==> config.mk <==
export PLATFORM = sky130hd
export DESIGN_NAME = spi_master_flat
export DESIGN_NICKNAME = d
export VERILOG_FILES = /design/src/rtl/spi_master_if.sv /design/src/rtl/spi_master.sv /design/src/flat_wrapper.sv
export SDC_FILE = /design/constraint.sdc
export NUM_CORES = 1
export LEC_CHECK = 0
export CORE_UTILIZATION = 50
export DETAILED_ROUTE_END_ITERATION = 12
export HOLD_SLACK_MARGIN = 0.05
export PLACE_DENSITY = 0.82
export RECOVER_POWER = 25
export SYNTH_ARGS = -nofsm -noshare
export SYNTH_HDL_FRONTEND = slang
export SYNTH_SLANG_ARGS = --single-unit
export TNS_END_PERCENT = 5
==> constraint.sdc <==
create_clock -name clk -period 2 [get_ports clk]
set_input_delay 0.4 -clock clk [delete_from_list [all_inputs] [get_ports clk]]
set_output_delay 0.4 -clock clk [all_outputs]
set_load 0.03 [all_outputs]
==> src/rtl/spi_master_if.sv <==
// Register-access bundle for spi_master: host request/response signals plus the four SPI pins.
// The master modport is the controller's view and the slave modport is the host/pad side.
interface spi_master_if #(
  parameter int ADDRSZ = 7
);
  logic              start;
  logic              rw;
  logic [ADDRSZ-1:0] addr;
  logic [7:0]        wdata;
  logic              busy;
  logic              done;
  logic [7:0]        rdata;
  logic              SCLK;
  logic              SSB;
  logic              MOSI;
  logic              MISO;

  modport master (
    input  start, rw, addr, wdata, MISO,
    output busy, done, rdata, SCLK, SSB, MOSI
  );

  modport slave (
    output start, rw, addr, wdata, MISO,
    input  busy, done, rdata, SCLK, SSB, MOSI
  );
endinterface

==> src/rtl/spi_master.sv <==
// Mode-0 SPI register-access master: one frame carries {rw, addr, data} MSB first.
// It captures MISO into rdata during the data byte of read frames.
module spi_master #(
  parameter int CLK_DIV = 2,
  parameter int ADDRSZ  = 7
) (
  input logic          clk,
  input logic          reset,
  spi_master_if.master bus
);

  localparam int FRAME_W = ADDRSZ + 9;
  localparam int BIT_W   = $clog2(FRAME_W);
  localparam int CNT_W   = 9;

  localparam logic [CNT_W-1:0] HALF_LAST  = CNT_W'(CLK_DIV - 1);
  // The idle cycle in which the next start is sampled is the last cycle of the SSB-high gap.
  localparam logic [CNT_W-1:0] GAP_LAST   = CNT_W'(2 * CLK_DIV - 2);
  localparam logic [BIT_W-1:0] BIT_LAST   = BIT_W'(FRAME_W - 1);
  localparam logic [BIT_W-1:0] DATA_FIRST = BIT_W'(ADDRSZ + 1);

  typedef enum logic [2:0] {
    IDLE,
    SETUP,
    SCLK_HI,
    SCLK_LO,
    GAP
  } state_t;

  state_t             state_reg,    state_next;
  logic [CNT_W-1:0]   half_cnt_reg, half_cnt_next;
  logic [BIT_W-1:0]   bit_cnt_reg,  bit_cnt_next;
  logic [FRAME_W-1:0] shift_reg,    shift_next;
  logic               read_reg,     read_next;
  logic               hold_reg,     hold_next;
  logic [7:0]         rdata_reg,    rdata_next;
  logic               sclk_reg,     sclk_next;
  logic               ssb_reg,      ssb_next;
  logic               mosi_reg,     mosi_next;
  logic               busy_reg,     busy_next;
  logic               done_reg,     done_next;
  logic               half_end;

  assign half_end = (half_cnt_reg == HALF_LAST);

  always_comb begin
    state_next    = state_reg;
    half_cnt_next = half_cnt_reg + 1'b1;
    bit_cnt_next  = bit_cnt_reg;
    shift_next    = shift_reg;
    read_next     = read_reg;
    hold_next     = hold_reg;
    rdata_next    = rdata_reg;
    sclk_next     = sclk_reg;
    ssb_next      = ssb_reg;
    mosi_next     = mosi_reg;
    busy_next     = busy_reg;
    done_next     = 1'b0;

    case (state_reg)
      IDLE: begin
        half_cnt_next = '0;
        if (bus.start) begin
          shift_next   = {bus.rw, bus.addr, bus.rw ? 8'h00 : bus.wdata};
          read_next    = bus.rw;
          bit_cnt_next = '0;
          hold_next    = 1'b0;
          busy_next    = 1'b1;
          ssb_next     = 1'b0;
          sclk_next    = 1'b0;
          mosi_next    = bus.rw;
          state_next   = SETUP;
        end
      end

      SETUP: begin
        if (half_end) begin
          half_cnt_next = '0;
          sclk_next     = 1'b1;
          state_next    = SCLK_HI;
        end
      end

      SCLK_HI: begin
        if (half_end) begin
          if (read_reg && (bit_cnt_reg >= DATA_FIRST)) begin
            rdata_next = {rdata_reg[6:0], bus.MISO};
          end
          // Zeros shift in behind the frame, so MOSI is already 0 in the hold phase.
          shift_next    = {shift_reg[FRAME_W-2:0], 1'b0};
          mosi_next     = shift_reg[FRAME_W-2];
          sclk_next     = 1'b0;
          bit_cnt_next  = bit_cnt_reg + 1'b1;
          hold_next     = (bit_cnt_reg == BIT_LAST);
          half_cnt_next = '0;
          state_next    = SCLK_LO;
        end
      end

      SCLK_LO: begin
        if (half_end) begin
          half_cnt_next = '0;
          if (hold_reg) begin
            hold_next  = 1'b0;
            ssb_next   = 1'b1;
            mosi_next  = 1'b0;
            done_next  = 1'b1;
            state_next = GAP;
          end else begin
            sclk_next  = 1'b1;
            state_next = SCLK_HI;
          end
        end
      end

      GAP: begin
        if (half_cnt_reg == GAP_LAST) begin
          half_cnt_next = '0;
          busy_next     = 1'b0;
          state_next    = IDLE;
        end
      end

      default: begin
        state_next = IDLE;
      end
    endcase
  end

  always_ff @(posedge clk) begin
    if (reset) begin
      state_reg    <= IDLE;
      half_cnt_reg <= '0;
      bit_cnt_reg  <= '0;
      shift_reg    <= '0;
      read_reg     <= 1'b0;
      hold_reg     <= 1'b0;
      rdata_reg    <= 8'h00;
      sclk_reg     <= 1'b0;
      ssb_reg      <= 1'b1;
      mosi_reg     <= 1'b0;
      busy_reg     <= 1'b0;
      done_reg     <= 1'b0;
    end else begin
      state_reg    <= state_next;
      half_cnt_reg <= half_cnt_next;
      bit_cnt_reg  <= bit_cnt_next;
      shift_reg    <= shift_next;
      read_reg     <= read_next;
      hold_reg     <= hold_next;
      rdata_reg    <= rdata_next;
      sclk_reg     <= sclk_next;
      ssb_reg      <= ssb_next;
      mosi_reg     <= mosi_next;
      busy_reg     <= busy_next;
      done_reg     <= done_next;
    end
  end

  assign bus.SCLK  = sclk_reg;
  assign bus.SSB   = ssb_reg;
  assign bus.MOSI  = mosi_reg;
  assign bus.busy  = busy_reg;
  assign bus.done  = done_reg;
  assign bus.rdata = rdata_reg;

endmodule
==> src/flat_wrapper.sv <==
// flat-port wrapper written by rule: the top's interface ports become plain ports
module spi_master_flat 
#(
  parameter int CLK_DIV = 2,
  parameter int ADDRSZ  = 7
)
  (clk, reset, bus_start, bus_rw, bus_addr, bus_wdata, bus_MISO, bus_busy, bus_done, bus_rdata, bus_SCLK, bus_SSB, bus_MOSI);
  spi_master_if #(.ADDRSZ(ADDRSZ)) bus_i ();
  input logic clk;
  input logic reset;
  input wire logic [$bits(bus_i.start)-1:0] bus_start;
  input wire logic [$bits(bus_i.rw)-1:0] bus_rw;
  input wire logic [$bits(bus_i.addr)-1:0] bus_addr;
  input wire logic [$bits(bus_i.wdata)-1:0] bus_wdata;
  input wire logic [$bits(bus_i.MISO)-1:0] bus_MISO;
  output wire logic [$bits(bus_i.busy)-1:0] bus_busy;
  output wire logic [$bits(bus_i.done)-1:0] bus_done;
  output wire logic [$bits(bus_i.rdata)-1:0] bus_rdata;
  output wire logic [$bits(bus_i.SCLK)-1:0] bus_SCLK;
  output wire logic [$bits(bus_i.SSB)-1:0] bus_SSB;
  output wire logic [$bits(bus_i.MOSI)-1:0] bus_MOSI;
  assign bus_i.start = bus_start;
  assign bus_i.rw = bus_rw;
  assign bus_i.addr = bus_addr;
  assign bus_i.wdata = bus_wdata;
  assign bus_i.MISO = bus_MISO;
  assign bus_busy = bus_i.busy;
  assign bus_done = bus_i.done;
  assign bus_rdata = bus_i.rdata;
  assign bus_SCLK = bus_i.SCLK;
  assign bus_SSB = bus_i.SSB;
  assign bus_MOSI = bus_i.MOSI;
  spi_master #(.CLK_DIV(CLK_DIV), .ADDRSZ(ADDRSZ)) u_core (.clk(clk), .reset(reset), .bus(bus_i));
endmodule
==> Yosys cells after proc, flatten, opt, wreduce, memory -nomap -nowiden <==
Index checks and enable logic that the tools add are counted.
{ "totals": {"reg_bits": 46} }
{ "op_classes": {"magnitude_cmp": 1, "n_mux": 37, "n_reduce_logical": 18, "eq_ne": 14, "bitwise": 2, "add_sub_neg": 2} }
{ "op_table": {"columns": ["cell", "n"], "rows": [
  ["$mux 15", 2],
  ["$pmux 15 s2", 1],
  ["$pmux 9 s3", 1],
  ["$mux 3", 6],
  ["$mux 9", 2],
  ["$mux 1", 15],
  ["$pmux 3 s5", 1],
  ["$ne 2x1->1 const B", 5],
  ["$reduce_and 5->1", 2],
  ["$add 9x1->9 const B", 1],
  ["$eq 9x1->1 const B", 1],
  ["$eq 9x2->1 const B", 1],
  ["$reduce_and 3->1", 3],
  ["$mux 4", 2],
  ["$mux 8", 1],
  ["$pmux 4 s2", 1],
  ["$reduce_and 4->1", 2],
  ["$eq 3x2->1 const B", 2],
  ["$pmux 1 s3", 2],
  ["$reduce_and 6->1", 1],
  ["$reduce_bool 2->1", 3],
  ["$reduce_or 3->1", 2],
  ["$add 4x1->4 const B", 1],
  ["$eq 4x4->1 const B", 1],
  ["other kinds (12)", 15]
]} }

==> Depth between registers and ports, before layout <==
Gate-level depths: netlist of the first run.
{ "logic_depth": {"ltp_word": 3, "depth_mapped": 7, "mapped_depth_nobuf": 6} }

==> Worst setup path before layout of the first run <==
OpenSTA, ideal clock, no wires.
{ "synth_path": {"path_kind": "register -> register", "start": "register u_core.half_cnt_reg[0]", "end": "register u_core.rdata_reg[0] (netlist: u_core.bus.rdata[0])", "t_arrival_ns": 1.588, "synth_period_minus_slack_ns": 1.716, "slack_ns": 0.284, "path_stages_with_launch": 6, "path_buffers": 0, "cell_sequence": "dfxtp_1 ha_1 nor4b_2 nand4_2 mux2i_1 nor2_1"} }
{ "synth_via": {"elab_chain_cells": 2} }
{ "synth_rtl": {"columns": ["item", "line_no", "source"], "rows": [
  ["start: declaration", "spi_master.sv:31", "logic [CNT_W-1:0] half_cnt_reg, half_cnt_next;"],
  ["start signal: assignment", "spi_master.sv:146", "half_cnt_reg <= half_cnt_next;"],
  ["$eq 9x1->1", "spi_master.sv:44", "assign half_end = (half_cnt_reg == HALF_LAST);"],
  ["$reduce_and 3->1 (no source line)", null, null],
  ["end signal: assignment", "spi_master.sv:151", "rdata_reg <= rdata_next;"],
  ["end: declaration", "spi_master.sv:36", "logic [7:0] rdata_reg, rdata_next;"]
]} }
No other way between the ends.
A chain may end at the register's enable or synchronous reset.

==> Worst setup path after layout of the first run <==
{ "layout_path": {"start": "register u_core.half_cnt_reg[1]", "end": "register u_core.rdata_reg[4] (netlist: u_core.bus.rdata[4])"} }
Same word-level chain as after synthesis.

==> results_tabular.tex, run 1 <==
\begin{tabular}{lr}
\hline
Metric & Value \\
\hline
\multicolumn{2}{l}{\textbf{Worst setup path}} \\
Cell depth of the worst flop-to-flop path & 7 \\
Maximum fanout along the worst path & 8 \\
Startpoint class of the critical path & flop \\
Crit Reg-Reg Startpoint & u\_core.half\_cnt\_reg[1]\$\_SDFF\_PP0\_ \\
Class of the most critical setup path & flop to flop \\
Destination of the worst register-to-register timing path & u\_core.bus.rdata[4]\$\_SDFFE\_PP0P\_ \\
Critical path required time & 2.19 ns \\
Arrival @ worst endpoint & $\sim$2.0 ns \\
R2R Setup Slk & around 0.22 ns \\
Type of element capturing the critical path & flop \\
\multicolumn{2}{l}{\textbf{Logic synthesis}} \\
Number of flip-flops and latches in the synthesized netlist & 46 \\
Post-Synthesis Net Count & 255 \\
Synth Area in Compound Gates & 15.2\% \\
Post-synthesis adder-cell area fraction & 2.83\% \\
Simple-gate share of the synthesized area & 24.7\% \\
Synthesized instance count & 230 \\
Fraction of registers with async set/reset & 0\% \\
Prevailing post-synth register cell & dfxtp\_1 \\
Syn avg cell area & 9.61 um\^{}2 \\
Synthesis Warnings & 0 \\
Count of different cell masters after synthesis & 44 \\
Sequential share of the synthesized area & between 40\% and 50\% \\
Post-synthesis cell area & 2210 um\^{}2 \\
Largest family of logic cells by synthesized area & simple AND/OR/NAND/NOR gates \\
Count of flip-flops with a built-in enable after synthesis & 0 \\
Xor and xnor fraction of the mapped netlist area & 3.57\% \\
Multiplexer fraction of the synthesized cell area & under 10\% \\
\multicolumn{2}{l}{\textbf{Placed design}} \\
Post-place setup slack & approximately 0.17 ns \\
Detailed placement HPWL & 3200 um \\
Weighted congestion reported at the end of routability-driven placement & 0.826 \\
Port Buffer Count & 32 \\
Dpl cell area & around 2600 um\^{}2 \\
\multicolumn{2}{l}{\textbf{Power}} \\
Comb power frac & 14.6\% \\
Sequential power share & 50.9\% \\
PD cells & 711 nW/um\^{}2 \\
Leakage & around 0.99 nW \\
Power dissipated by switching net loads & 476 uW \\
Maximum resistive drop on vdd & 0.524 mV \\
Int Power & 1.46 mW \\
Clock network fraction of total power & 34.5\% \\
Switching part of the total & around a quarter \\
\multicolumn{2}{l}{\textbf{CTS}} \\
TritonCTS clock tree & yes \\
Number of buffers created by CTS & 5 \\
Setup repair bufs after CTS & 0 \\
Largest buffer count on any clock path & 2 \\
CTS H-tree depth & 2 \\
Number of resized instances in the post-cts repair step & 0 \\
Number of sinks handled by clock tree synthesis & 46 \\
Hold\_buf cts & 0 \\
Buffer type at the clock tree root & clkbuf\_8 \\
Clock insertion delay at the later pin of the skew report & 0.29 ns \\
Clock-pin slew of the registers on the worst-case setup and hold paths & roughly 0.08 ns \\
\multicolumn{2}{l}{\textbf{Cells and area}} \\
Fraction of final layout cells with drive strength greater than 1 & 14.2\% \\
Area Growth Syn to Fin & 23.2\% \\
Post-route design area & 2720 um\^{}2 \\
Count of inserted antenna diode cells & 0 \\
Leading cell type in the layout, fill and taps excluded & dfxtp\_1 \\
Commonest non-fill, non-tap cells in the layout & dfxtp\_1, clkdlybuf4s50\_1, nor2\_1, nor3\_1, a21oi\_1 \\
Max FFs per register & 15 \\
Final Net Count & 292 \\
Final cell utilization of the core & 66.2\% \\
\multicolumn{2}{l}{\textbf{Floorplanning}} \\
Die width & 68.5 um \\
Floorplan Core Area & around 4100 um\^{}2 \\
Die boundary height & around 70 um \\
Row count & 23 \\
Initial core utilization & 53.7\% \\
I/O pin count & 33 \\
Total Die Area & 4690 um\^{}2 \\
\multicolumn{2}{l}{\textbf{STA}} \\
Hold slack & between 0.4 and 0.5 ns \\
Final period util & between 80\% and 90\% \\
Total Neg Setup Slack & 0 ns \\
Actual slew at the worst max-slew pin & 0.472 ns \\
Worst setup slack after layout & 0.225 ns \\
Max Clk Rate & 563 MHz \\
Final Skew & between 0.002 and 0.003 ns \\
Hold violation count in the final report & 0 \\
Number of pins exceeding their max-slew limit in the final report & 0 \\
Setup repair after global routing missed its margin & false \\
Time the final worst path needs with I/O delays and setup & 1.78 ns \\
Worst rel slew slack & between 60\% and 70\% \\
Final count of negative-setup-slack endpoints & 0 \\
\multicolumn{2}{l}{\textbf{Global routing}} \\
Initial antenna violation count & 0 \\
GRT Total Usage & about a fifth \\
Pin count of the biggest net entering global routing & 24 \\
Wire length of the first global-routing pass & 7240 um \\
Vias in the first global route & 1,621 \\
Total gr overflow & 0 \\
\multicolumn{2}{l}{\textbf{Min path}} \\
Path type of the worst min-delay path & flop to flop \\
Endpoint of the worst hold-timing path & u\_core.hold\_reg\$\_SDFFE\_PP0P\_ \\
Worst hold path depth & 2 \\
Origin of the worst min-delay path & u\_core.hold\_reg\$\_SDFFE\_PP0P\_ \\
\multicolumn{2}{l}{\textbf{Route}} \\
Detailed router's first-iteration violation count & $\sim$130 \\
1st-pass router iterations & 4 \\
Number of vias per cell & 5.57 \\
Number of DRC violations after detailed routing & 0 \\
WL per Instance & 14.0 um \\
Final routed wirelength across all metal layers & 4470 um \\
Antenna Violating Nets Remaining & 0 \\
Total number of vias & roughly 1,800 \\
\multicolumn{2}{l}{\textbf{Outcome}} \\
Run status & finished, final reports clean \\
\multicolumn{2}{l}{\textbf{Run}} \\
Maximum capacitance violations & 0 \\
\hline
\end{tabular}
## per-layer routing
| metal | share of wire, % | global-route usage (%) | up-vias |
|---|---|---|---|
| met2 | 49 | 35.4 | 32 |
| met3 | 3.6 | 4.50 | 3 |
| met4 | 0.60 | 6.25 | 0 |
| li1 | - | - | 910 |
| met1 | 47 | 26.1 | 825 |
| met5 | 0 | 0 | - |
## through the flow
step / total power [mW] / instances
global placement: 1.29 / 310
floorplan: 1.19 / 230
detailed placement: 1.29 / 310
CTS: 1.96 / 318
finish: 1.94 / 318
global route: 2.02 / 318
## critical path, cell delays in order (launching register included)
cell     delay [ns]
dfxtp_1        0.36
inv_1          0.08
ha_1           0.22
nor4b_2        0.21
buf_4          0.18
nand4_2        0.31
mux2i_1        0.26
nor2_1         0.05
## cell type report
| type | instances | area, um^2 |
|---|---|---|
| inverters | 5 | 18.8 |
| well taps | 50 | 62.6 |
| repair buffers | 45 | 420 |
| flip-flops and latches | 46 | 921 |
| clock buffers | 5 | 68.8 |
| fillers | 357 | 1390 |
| multi-input cells | 164 | 1190 |
| clock inverters | 3 | 40.0 |
## synth_stat cells (2+ instances only)
cell	number	area [um^2]
a211oi_1	9	67.6
a211oi_2	9	113
a21oi_1	18	90.1
and4_1	2	17.5
buf_2	2	10.0
buf_6	2	22.5
clkbuf_1	8	30.0
dfxtp_1	46	921
ha_1	5	62.6
inv_1	5	18.8
mux2i_1	16	160
nand2_1	9	33.8
nand2b_1	2	12.5
nand3_1	9	45.0
nand3b_1	2	15.0
nand4_1	3	18.8
nor2_1	23	86.3
nor2b_1	2	12.5
nor3_1	19	95.1
nor3b_1	7	52.6
nor4b_2	2	30.0
xnor2_1	6	52.6
xor2_1	3	26.3
## how the worst max path moves through the flow
| stage | depth (start not counted) | slack [ns] | to | from |
|---|---|---|---|---|
| floorplan | 5 | 0.28 | u_core.bus.rdata[0]$_SDFFE_PP0P_ | u_core.half_cnt_reg[0]$_SDFF_PP0_ |
| finish | 7 | 0.22 | u_core.bus.rdata[4]$_SDFFE_PP0P_ | u_core.half_cnt_reg[1]$_SDFF_PP0_ |
| global route | 7 | 0.03 | u_core.bus.rdata[2]$_SDFFE_PP0P_ | u_core.half_cnt_reg[1]$_SDFF_PP0_ |
| global placement | 5 | 0.26 | u_core.hold_reg$_SDFFE_PP0P_ | bus_start |
| detailed placement | 5 | 0.17 | u_core.bus.MOSI$_SDFFE_PP0P_ | bus_start |
| CTS | 7 | 0.20 | u_core.half_cnt_reg[0]$_SDFF_PP0_ | u_core.half_cnt_reg[1]$_SDFF_PP0_ |
## cells by family after synthesis
group | after synthesis
DFF | 46
AOI/OAI and AO/OA | 43
xor gates and xnor gates | 9
buffers and inverters | 20
muxes | 16
and+or+nand+nor | 91
adders and majority gates | 5
## power by group through the flow
stage / Clock, mW / Sequential (mW) / Combinational [mW]
after CTS: 0.689 / 0.985 / 0.287
after global placement: 0 / 1.00 / 0.282
after floorplan: 0 / 1.01 / 0.177
after detailed placement: 0 / 1.01 / 0.286
after global routing: 0.723 / 0.990 / 0.307
final: 0.669 / 0.985 / 0.283
(Power assumes the default switching activity.)
==> inputs of run 2 (changes only) <==
- clock period: 2 -> 2.1 ns (I/O delays scaled with it)
==> run 2 against run 1 <==
Against the previous run:
- first-iteration DRC count is 8.5% higher
- routed wire length is 3.0% higher
- clock skew is 0.0029 ns higher
- critical path depth is 2 lower
- combinational power is 5% lower
- critical endpoint is now u_core.shift_reg[6]$_SDFFE_PP0P_
- global-route usage is 1.0 points higher
- flip-flop and latch count stayed put
- hold slack hardly changed
- sequential power is 5.2% lower
- count of clock-buffer cells in the layout is 1 higher
==> results_tabular.tex, run 2 (synthesis results as in run 1) <==
\begin{tabular}{lr}
\hline
Metric & Value \\
\hline
\multicolumn{2}{l}{\textbf{CTS}} \\
Buffer type at the clock tree root & clkbuf\_8 \\
Clock insertion delay at the later pin of the skew report & 0.30 ns (about the same) \\
TritonCTS clock tree & yes \\
Largest buffer count on any clock path & 2 (unchanged) \\
Number of sinks handled by clock tree synthesis & 46 (unchanged) \\
Clock-pin slew of the registers on the worst-case setup and hold paths & 0.08 ns (about the same) \\
Number of buffers created by CTS & 5 (unchanged) \\
Number of resized instances in the post-cts repair step & 0 (unchanged) \\
Setup repair bufs after CTS & 0 (unchanged) \\
CTS H-tree depth & 2 (unchanged) \\
Hold\_buf cts & 0 (unchanged) \\
\multicolumn{2}{l}{\textbf{Placed design}} \\
Port Buffer Count & 32 (unchanged) \\
Post-place setup slack & 0.237 ns (+0.0662 ns) \\
Weighted congestion reported at the end of routability-driven placement & 0.838 (+1.6\%) \\
Detailed placement HPWL & 3200 um (-0.11\%) \\
\multicolumn{2}{l}{\textbf{Worst setup path}} \\
Number of cells on the critical path & 5 (-2) \\
Cell depth of the worst flop-to-flop path & 5 (-2) \\
Critical path buffer and inverter count & 1 (-1) \\
Delay of the slowest critical-path stage & 0.55 ns (+0.19 ns) \\
Class of the most critical setup path & flop to flop \\
Top Family by Delay on Critical Path & simple AND/OR/NAND/NOR gates \\
Type of element capturing the critical path & flop \\
Series of cell instances along the critical path & nor4\_4, and4\_1, clkbuf\_2, nor3\_1, a211oi\_1 \\
Arrival @ worst endpoint & 2.11 ns (+0.14 ns) \\
Cell at the slowest stage of the critical path & nor4\_4 \\
Critical path required time & 2.32 ns (+0.13 ns) \\
Startpoint class of the critical path & flop \\
Maximum fanout along the worst path & 16 (+8) \\
\multicolumn{2}{l}{\textbf{STA}} \\
Actual slew at the worst max-slew pin & 0.522 ns (+0.0498 ns) \\
Worst rel slew slack & 64.7\% (-3.8 points) \\
Max Clk Rate & 528 MHz (-6.2\%) \\
Hold violation count in the final report & 0 (unchanged) \\
Final Skew & 0.00580 ns (+0.00289 ns) \\
Total Neg Setup Slack & 0 ns (unchanged) \\
Final count of negative-setup-slack endpoints & 0 (unchanged) \\
Worst setup slack after layout & 0.207 ns (-0.0172 ns) \\
Time the final worst path needs with I/O delays and setup & 1.89 ns (+0.117 ns) \\
Setup repair after global routing missed its margin & false \\
Final period util & 90.1\% (+1.4 points) \\
Number of pins exceeding their max-slew limit in the final report & 0 (unchanged) \\
\multicolumn{2}{l}{\textbf{Route}} \\
WL per Instance & 14.4 um (+2.3\%) \\
Number of vias per cell & 5.62 (+0.89\%) \\
Total number of vias & 1,797 (+1.5\%) \\
1st-pass router iterations & 4 (unchanged) \\
Number of DRC violations after detailed routing & 0 (unchanged) \\
Detailed router's first-iteration violation count & 140 (+8.5\%) \\
Antenna Violating Nets Remaining & 0 (unchanged) \\
Final routed wirelength across all metal layers & 4600 um (+3.0\%) \\
\multicolumn{2}{l}{\textbf{Floorplanning}} \\
Initial core utilization & 53.7\% (unchanged) \\
I/O pin count & 33 (unchanged) \\
Die width & 68.5 um (unchanged) \\
Row count & 23 (unchanged) \\
Floorplan Core Area & 4120 um\^{}2 (unchanged) \\
Total Die Area & 4690 um\^{}2 (unchanged) \\
Die boundary height & 68.5 um (unchanged) \\
\multicolumn{2}{l}{\textbf{Power}} \\
Leakage & 0.997 nW (+0.72\%) \\
PD cells & 652 nW/um\^{}2 (-8.4\%) \\
Maximum resistive drop on vdd & 0.273 mV (-48\%) \\
\multicolumn{2}{l}{\textbf{Run}} \\
Maximum capacitance violations & 0 (unchanged) \\
\multicolumn{2}{l}{\textbf{Global routing}} \\
Vias in the first global route & 1,662 (+2.5\%) \\
Wire length of the first global-routing pass & 7550 um (+4.3\%) \\
GRT Total Usage & 21.8\% (+1.0 points) \\
Pin count of the biggest net entering global routing & 24 (unchanged) \\
Total gr overflow & 0 (unchanged) \\
Initial antenna violation count & 0 (unchanged) \\
\multicolumn{2}{l}{\textbf{Cells and area}} \\
Max FFs per register & 15 (unchanged) \\
Fraction of final layout cells with drive strength greater than 1 & 14.4\% (+0.27 points) \\
Leading cell type in the layout, fill and taps excluded & dfxtp\_1 \\
Count of inserted antenna diode cells & 0 (unchanged) \\
Layout filler cell count & 344 (-3.6\%) \\
Commonest non-fill, non-tap cells in the layout & dfxtp\_1, clkdlybuf4s50\_1, nor2\_1, nor3\_1, a21oi\_1 \\
Final Net Count & 294 (+0.68\%) \\
Area Growth Syn to Fin & 22.5\% \\
\multicolumn{2}{l}{\textbf{Min path}} \\
Worst hold path depth & 2 (unchanged) \\
Path type of the worst min-delay path & flop to flop \\
\multicolumn{2}{l}{\textbf{Outcome}} \\
Run status & finished, final reports clean \\
\hline
\end{tabular}
run 2: routing by layer:
metal	global-route usage, %	wire length [um]
met2	35.0	2150
met5	0	0
met3	5.00	205
met1	27.7	2160
met4	9.64	92
run 2: area by class of cell:
type	instances	area, um^2	area share, %
tap	50	62.6	2.31
timing repair buffer	47	419	15.5
sequential	46	921	34.0
inverter	5	18.8	0.693
multi-input combinational	164	1190	44.0
clock buffer	6	82.6	3.05
clock inverter	2	12.5	0.462
run 2: tightest hold or removal path, stage by stage (launching register included):
cell and delay [ns]:
dfxtp_1 0.33, a21oi_1 0.06, nand2_1 0.06
run 2: final timing paths:
path	slack (ns)	start	endpoint
hold / removal	0.48	u_core.bus.SSB$_SDFFE_PP1P_	u_core.bus.SSB$_SDFFE_PP1P_
setup / recovery	0.21	u_core.half_cnt_reg[6]$_SDFF_PP0_	u_core.shift_reg[6]$_SDFFE_PP0P_
hold reg to reg	0.48	u_core.bus.SSB$_SDFFE_PP1P_	u_core.bus.SSB$_SDFFE_PP1P_
setup reg to reg	0.21	u_core.half_cnt_reg[6]$_SDFF_PP0_	u_core.shift_reg[6]$_SDFFE_PP0P_
run 2: metrics by stage:
| stage | std cells | area [um^2] | util (%) | total power, mW | hold slack, ns |
|---|---|---|---|---|---|
| floorplan | 230 | 2210 | - | 1.13 | 0.438 |
| finish | 320 | 2710 | 65.8 | 1.76 | 0.480 |
| global placement | 312 | 2630 | 63.8 | 1.22 | 0.453 |
| detailed placement | 312 | 2630 | 63.8 | 1.23 | 0.467 |
| global route | 320 | 2710 | 65.8 | 1.85 | 0.514 |
| CTS | 320 | 2720 | 66.1 | 1.79 | 0.479 |
run 2: power breakdown:
group | total [mW] | internal [mW] | switching, mW
logic | 0.268 | 0.126 | 0.143
registers | 0.934 | 0.911 | 0.0238
clock network | 0.562 | 0.265 | 0.297
